===== config.mk =====
export PLATFORM = sky130hd
export DESIGN_NAME = decrypt_sequencer
export DESIGN_NICKNAME = d
export VERILOG_FILES = /design/src/rtl/decrypt_sequencer.sv
export SDC_FILE = /design/constraint.sdc
export NUM_CORES = 1
export LEC_CHECK = 0
export ABC_AREA = 1
export CAP_MARGIN = 20
export CELL_PAD_IN_SITES_DETAIL_PLACEMENT = 1
export CELL_PAD_IN_SITES_GLOBAL_PLACEMENT = 2
export CORE_MARGIN = 2
export CORE_UTILIZATION = 39
export DETAILED_ROUTE_END_ITERATION = 10
export GPL_TIMING_DRIVEN = 0
export PLACE_DENSITY_LB_ADDON = 0.1
export SYNTH_ARGS = -nofsm -noshare
export SYNTH_HDL_FRONTEND = slang
export SYNTH_SLANG_ARGS = --single-unit

===== constraint.sdc =====
create_clock -name Clk -period 10.4 [get_ports Clk]
set_clock_uncertainty 0.2 [all_clocks]
set_input_delay 2.08 -clock Clk [delete_from_list [all_inputs] [get_ports Clk]]
set_output_delay 2.08 -clock Clk [all_outputs]
set_load 0.05 [all_outputs]

===== src/rtl/decrypt_sequencer.sv =====
// LFSR stream decryptor: learns the tap pattern from a run of known spaces, then decodes a block in data memory.
// Optional PARITY_CHECK_EN counts bytes whose bit 7 disagrees with the parity of bits [6:0].
module decrypt_sequencer #(
  parameter int SRC_BASE  = 64,
  parameter int DST_BASE  = 0,
  parameter int MSG_LEN   = 64,
  parameter int TRAIN_LEN = 10
) (
  input  logic       Clk,
  input  logic       Reset,
  input  logic       Start,
  output logic       Ack,
  output logic [7:0] mem_addr,
  output logic       mem_rd_en,
  output logic       mem_wr_en,
  output logic [7:0] mem_wdata,
  input  logic [7:0] mem_rdata,
  output logic [3:0] pattern_idx,
  output logic       pattern_found,
  output logic [5:0] parity_err_cnt,
  output logic [2:0] fsm_state
);

  typedef enum logic [2:0] {
    IDLE      = 3'd0,
    LOAD      = 3'd1,
    TRAIN     = 3'd2,
    DECODE_RD = 3'd3,
    DECODE_WR = 3'd4,
    DONE      = 3'd5
  } state_t;

  localparam logic [7:0] SRC8 = 8'(SRC_BASE);
  localparam logic [7:0] DST8 = 8'(DST_BASE);
  localparam logic [8:0] TL   = 9'(TRAIN_LEN);
  localparam logic [8:0] ML1  = 9'(MSG_LEN - 1);

  function automatic logic [6:0] tap_of(input logic [3:0] p);
    case (p)
      4'd0:    return 7'h60;
      4'd1:    return 7'h48;
      4'd2:    return 7'h78;
      4'd3:    return 7'h72;
      4'd4:    return 7'h6A;
      4'd5:    return 7'h69;
      4'd6:    return 7'h5C;
      4'd7:    return 7'h7E;
      4'd8:    return 7'h7B;
      default: return 7'h00;
    endcase
  endfunction

  function automatic logic [6:0] lfsr_step(input logic [6:0] s, input logic [6:0] t);
    return {s[5:0], ^(s & t)};
  endfunction

  state_t     state, state_nxt;
  logic       start_q;
  logic [8:0] cnt;
  logic [3:0] pat;
  logic [6:0] lfsr;
  logic [6:0] tap;
  logic [6:0] train_buf [TRAIN_LEN];
  logic [6:0] seed;
  logic [6:0] cur_tap;
  logic [6:0] probe;
  logic       match;
  logic       launch;

  assign launch    = start_q & ~Start;
  assign seed      = train_buf[0] ^ 7'h20;
  assign fsm_state = state;

  // Replays the candidate LFSR from the seed and compares it against every buffered training byte.
  always_comb begin
    cur_tap = tap_of(pat);
    probe   = seed;
    match   = 1'b1;
    for (int k = 1; k < TRAIN_LEN; k++) begin
      probe = lfsr_step(probe, cur_tap);
      if ((train_buf[k] ^ 7'h20) != probe) match = 1'b0;
    end
  end

  always_ff @(posedge Clk) begin
    if (Reset) state <= IDLE;
    else       state <= state_nxt;
  end

  always_comb begin
    state_nxt = state;
    case (state)
      IDLE:      if (launch) state_nxt = LOAD;
      LOAD:      if (cnt == TL) state_nxt = TRAIN;
      TRAIN: begin
        if (match)           state_nxt = DECODE_RD;
        else if (pat == 4'd8) state_nxt = DONE;
      end
      DECODE_RD: state_nxt = DECODE_WR;
      DECODE_WR: state_nxt = (cnt == ML1) ? DONE : DECODE_RD;
      DONE:      if (Start) state_nxt = IDLE;
      default:   state_nxt = IDLE;
    endcase
  end

  always_ff @(posedge Clk) begin
    if (Reset) begin
      start_q       <= 1'b0;
      cnt           <= 9'd0;
      pat           <= 4'd0;
      lfsr          <= 7'd0;
      tap           <= 7'd0;
      pattern_idx   <= 4'd15;
      pattern_found <= 1'b0;
    end else begin
      start_q <= Start;
      case (state)
        IDLE: begin
          cnt <= 9'd0;
          pat <= 4'd0;
          if (launch) begin
            pattern_idx   <= 4'd15;
            pattern_found <= 1'b0;
          end
        end
        LOAD: begin
          // Read data lands one cycle after its address, so byte k is captured when cnt is k+1.
          for (int k = 0; k < TRAIN_LEN; k++)
            if (cnt == 9'(k + 1)) train_buf[k] <= mem_rdata[6:0];
          cnt <= (cnt == TL) ? 9'd0 : cnt + 9'd1;
        end
        TRAIN: begin
          pat <= pat + 4'd1;
          if (match) begin
            pattern_idx   <= pat;
            pattern_found <= 1'b1;
            lfsr          <= seed;
            tap           <= cur_tap;
          end else if (pat == 4'd8) begin
            pattern_idx   <= 4'd15;
            pattern_found <= 1'b0;
          end
        end
        DECODE_WR: begin
          lfsr <= lfsr_step(lfsr, tap);
          cnt  <= cnt + 9'd1;
        end
        default: ;
      endcase
    end
  end

  // Memory port: mem_rd_en at an address returns mem_rdata on the next cycle; the two strobes are never high together.
  always_comb begin
    Ack       = 1'b0;
    mem_rd_en = 1'b0;
    mem_wr_en = 1'b0;
    mem_addr  = 8'd0;
    mem_wdata = 8'd0;
    case (state)
      LOAD: if (cnt < TL) begin
        mem_rd_en = 1'b1;
        mem_addr  = SRC8 + cnt[7:0];
      end
      DECODE_RD: begin
        mem_rd_en = 1'b1;
        mem_addr  = SRC8 + cnt[7:0];
      end
      DECODE_WR: begin
        mem_wr_en = 1'b1;
        mem_addr  = DST8 + cnt[7:0];
        mem_wdata = {1'b0, mem_rdata[6:0] ^ lfsr};
      end
      DONE:    Ack = 1'b1;
      default: ;
    endcase
  end

`ifdef PARITY_CHECK_EN
  logic [5:0] perr;
  always_ff @(posedge Clk) begin
    if (Reset)
      perr <= 6'd0;
    else if (state == IDLE && launch)
      perr <= 6'd0;
    else if (state == DECODE_WR && (mem_rdata[7] != ^mem_rdata[6:0]) && perr != 6'd63)
      perr <= perr + 6'd1;
  end
  assign parity_err_cnt = perr;
`else
  logic unused_parity_bit;
  assign unused_parity_bit = mem_rdata[7];
  assign parity_err_cnt    = 6'd0;
`endif

endmodule


==> results.md <==
- The flow ran to the end, and the final reports show no timing, DRC or antenna violations.
- Counting along the longest clock path gives a buffer depth of 2.
- The combinational share of power is 31.6%.
- The synthesized netlist contains 50 unique library cells.
- The worst slack at placement is 4.092 ns.
- At the pin with the least slew margin, the transition time is 0.8625 ns.
- The clock network accounts for 33.6% of the total power.
- Summing every instance area after synthesis gives 6972 sq um.
- In the routed layout, each cell is associated on average with a via count of 5.188.
- STA classifies the critical path endpoint as an output port.
- Across all layers, the routed design uses 6195 vias.
- The count of mapped cells out of synthesis is 896.
- The detailed-routing iteration count for the pre-antenna-repair pass is 4.
- At the worst endpoint, the arrival time is 4.05 ns.
- For this run, the leading register cell type out of synthesis is sky130_fd_sc_hd__edfxtp_1.
- The number of flip-flops and latches in the synthesized netlist is 113.
- The vertical die dimension is 137.7 microns.
- Setup repair after global routing left no endpoint under its margin.
- The required time reported for the critical path endpoint is 8.12 ns.
- Setup violations remaining at the end of the flow were counted as 0.
- Timing would allow up to 157.9 MHz.
- For this block, the initial DRC count from the detailed router was 326.
- Entering global routing, the biggest net connects 17 pins.
- Setup total negative slack on the finished layout was measured at 0 ns.
- Along the worst path, the maximum fanout reaches 11.
- Counting the buffers created by CTS gives 17.
- In the global route stage, overall resource usage came out at 22.67%.
- Once the floorplan was initialized, standard cells occupied 40.03% of the core.
- The number of global-route vias before repair is 6473.
- Once the clock tree was built, the resizer swapped 0 gates to a different size.
- The number of clock sinks is 113.
- The power per cell area is 185.6 nW/um^2.
- The shortest period the worst path allows is 6.332 ns.
- The clock network latency to the later pin of the worst-skew pair is 0.41 ns.
- The busiest layer in global routing is met2.
- The growth of design area from synthesis to finish is 16.91%.
- Summed over all nets, the switching power comes to 0.0005651 W.
- Measured against its own limit, the worst slew margin works out to 42.29%.
- The final hold violation count is 0.
- For this run, asynchronously set or reset flops after synthesis account for 0%.
- Row generation in the floorplan step produced 48 rows.
- After clock tree synthesis, the clock-pin slew on the worst setup and hold paths is 0.05 ns.
- The switching share of power is 37.36%.
- The library cell used most frequently in the layout, excluding fill and tap cells, is sky130_fd_sc_hd__nand2_1.
- STA classifies the critical path startpoint as a primary input.
- The HPWL reported at the end of detailed placement is 15830 microns.
- The slack of the critical path is 4.068 ns.
- The number of max-cap violations is 0.
- The first-pass GRT wire length is 32840 microns.
- The detail route stage leaves a number of antenna-violating nets equal to 0.
- Setup slack on the worst reg-to-reg path comes out at 5.64 ns.
- Sequential cells burn 34.8% of the power.
- The count of hold-fix buffers inserted at cts is 0.
- The class of the tightest hold or removal check is reg2reg.
- The count of input and output buffers is 34.
- In the global route stage, met2 resource usage came out at 40.99%.
- The max-slew violation count was 0.
- The number of flops mapped to enable cells by yosys is 70.
- The number of ports placed on the die boundary is 44.
- The die is 137.7 microns wide.
- Dividing the detail-routed wire length by the instance count gives 17.29 microns.
- For this run, global-route usage on met3 was measured as 3.790%.
- The die covers 18960 sq um.
- The net count of the finished layout is 979.
- The post-synthesis area per instance is 7.781 sq um.
- After layout, the worst path uses 60.88% of the clock period.
- The library cells used most frequently in the layout, excluding fill and tap cells, are sky130_fd_sc_hd__nand2_1, sky130_fd_sc_hd__inv_1, sky130_fd_sc_hd__nor2_1.
- The sequential share of the synthesized area is 42.50%.
- By startpoint and endpoint, the worst setup path is classified as in2out.
- The worst IR drop on VDD is 0.1413 mV.
- The met1 track demand over resource in global routing is 27.82%.
- The cell at the root of the clock tree is sky130_fd_sc_hd__clkbuf_16.
- The yosys synthesis warning count is 0.
- The internal power contribution is 0.0009474 W.
- In this run the post-CTS setup repair buffer count came out at 0.
- Cells with a size suffix above 1 make up 10.94% of the layout.
- Wires add up to 20650 microns.
- The deepest level of the CTS H-tree is 4.
- After floorplanning, the core was sized to cover 17420 sq um.
- The weighted congestion reported at the end of routability-driven placement is 0.8343.
- The clock tree from TritonCTS is built.
- The total overflow left after global routing is 0.
- In the routed design, unresolved DRC markers number 0.
- The initial antenna violation count is 0.
- Summed over all cells, the static leakage comes to 3.410 nW.
- The number of antenna repair diodes is 0.
## metrics by stage
| stage | instance area [sq um] | power [W] | std cells | utilization [%] | hold WS, ns |
|---|---|---|---|---|---|
| 3_3_place_gp | 7616 | 0.0009953 | 1161 | 43.73 | 0.2404 |
| 4_1_cts | 8150 | 0.001524 | 1194 | 46.80 | 0.2716 |
| 5_1_grt | 8150 | 0.001596 | 1194 | 46.80 | 0.3175 |
| 2_1_floorplan | 6994 | 0.0008760 | 902 | - | 0.2620 |
| 6_report | 8150 | 0.001513 | 1194 | 46.80 | 0.2708 |
| 3_5_place_dp | 7630 | 0.001013 | 1162 | 43.81 | 0.2535 |
## synthesized netlist by cell type, types with 4 or more instances
| library cell | n | area [sq um] |
|---|---|---|
| sky130_fd_sc_hd__nor4_1 | 9 | 56.30 |
| sky130_fd_sc_hd__buf_4 | 11 | 82.58 |
| sky130_fd_sc_hd__edfxtp_1 | 70 | 2102 |
| sky130_fd_sc_hd__or2_2 | 4 | 25.02 |
| sky130_fd_sc_hd__o31ai_1 | 6 | 45.04 |
| sky130_fd_sc_hd__xnor2_1 | 24 | 210.2 |
| sky130_fd_sc_hd__nor3_1 | 23 | 115.1 |
| sky130_fd_sc_hd__inv_2 | 10 | 37.54 |
| sky130_fd_sc_hd__inv_1 | 105 | 394.1 |
| sky130_fd_sc_hd__buf_2 | 8 | 40.04 |
| sky130_fd_sc_hd__nand2_2 | 19 | 118.9 |
| sky130_fd_sc_hd__o21ai_0 | 46 | 230.2 |
| sky130_fd_sc_hd__ha_1 | 12 | 150.1 |
| sky130_fd_sc_hd__a21oi_1 | 18 | 90.09 |
| sky130_fd_sc_hd__nand4_1 | 27 | 168.9 |
| sky130_fd_sc_hd__clkbuf_1 | 5 | 18.77 |
| sky130_fd_sc_hd__dfxtp_1 | 43 | 860.8 |
| sky130_fd_sc_hd__nor2_1 | 91 | 341.6 |
| sky130_fd_sc_hd__nand2_1 | 216 | 810.8 |
| sky130_fd_sc_hd__nand3b_1 | 5 | 37.54 |
| sky130_fd_sc_hd__nand3_1 | 53 | 265.3 |
| sky130_fd_sc_hd__xor2_1 | 31 | 271.5 |
| sky130_fd_sc_hd__o21ai_1 | 6 | 30.03 |
## area by class of cell
| cell class | instances | area, sq um |
|---|---|---|
| well taps | 225 | 281.5 |
| fillers | 2133 | 9266 |
| clock buffers | 17 | 425.4 |
| clock inverters | 15 | 95.09 |
| plain buffers | 30 | 186.4 |
| multi-input cells | 640 | 3403 |
| inverters | 119 | 447.9 |
| flip-flops and latches | 113 | 2963 |
| repair buffers | 35 | 347.8 |
## routing by layer
metal	wire length (microns)	vias up
met5	0	-
met4	280	0
met3	756	28
met2	10380	114
met1	9230	3000
li1	-	3053
## power groups by stage
stage | Clock [W] | Sequential [W] | Combinational [W]
after floorplan | 0 | 0.000558 | 0.000318
after global routing | 0.000534 | 0.000530 | 0.000533
after detailed placement | 0 | 0.000536 | 0.000477
after global placement | 0 | 0.000534 | 0.000462
final | 0.000508 | 0.000526 | 0.000478
after CTS | 0.000515 | 0.000527 | 0.000482
## logic make-up after synthesis
| kind of cell | after synthesis | synth area share [%] |
|---|---|---|
| simple gates | 460 | 29.85 |
| buf+inv | 149 | 9.099 |
| flops | 113 | 42.50 |
| compound gates | 104 | 8.884 |
| xor+xnor | 57 | 7.466 |
| fa+ha+maj | 12 | 2.154 |
| other cells | 1 | 0.05379 |
## path summary, 6_finish.rpt
| kind | start | end | cells past startpoint |
|---|---|---|---|
| max reg2reg | train_buf[0][1] | lfsr[0] | 34 |
| min | pattern_idx[0] | pattern_idx[0] | 2 |
| max | mem_rdata[1] | mem_wdata[1] | 4 |
| min reg2reg | pattern_idx[0] | pattern_idx[0] | 2 |
## flip-flops by register name, summed over array words and instances (netlist names), 3 cells and up
register,cells
cnt,9
pat,4
tap,7
fsm_state,3
train_buf,70
cur_tap,7
pattern_idx,4
lfsr,7
## worst max-delay path: stages
cell and delay [ns]:
sky130_fd_sc_hd__clkdlybuf4s50_1 0.88, sky130_fd_sc_hd__xnor2_1 0.13, sky130_fd_sc_hd__nor2_1 0.13, sky130_fd_sc_hd__clkdlybuf4s50_1 0.82
No activity file was read; power rests on OpenSTA's default activity.
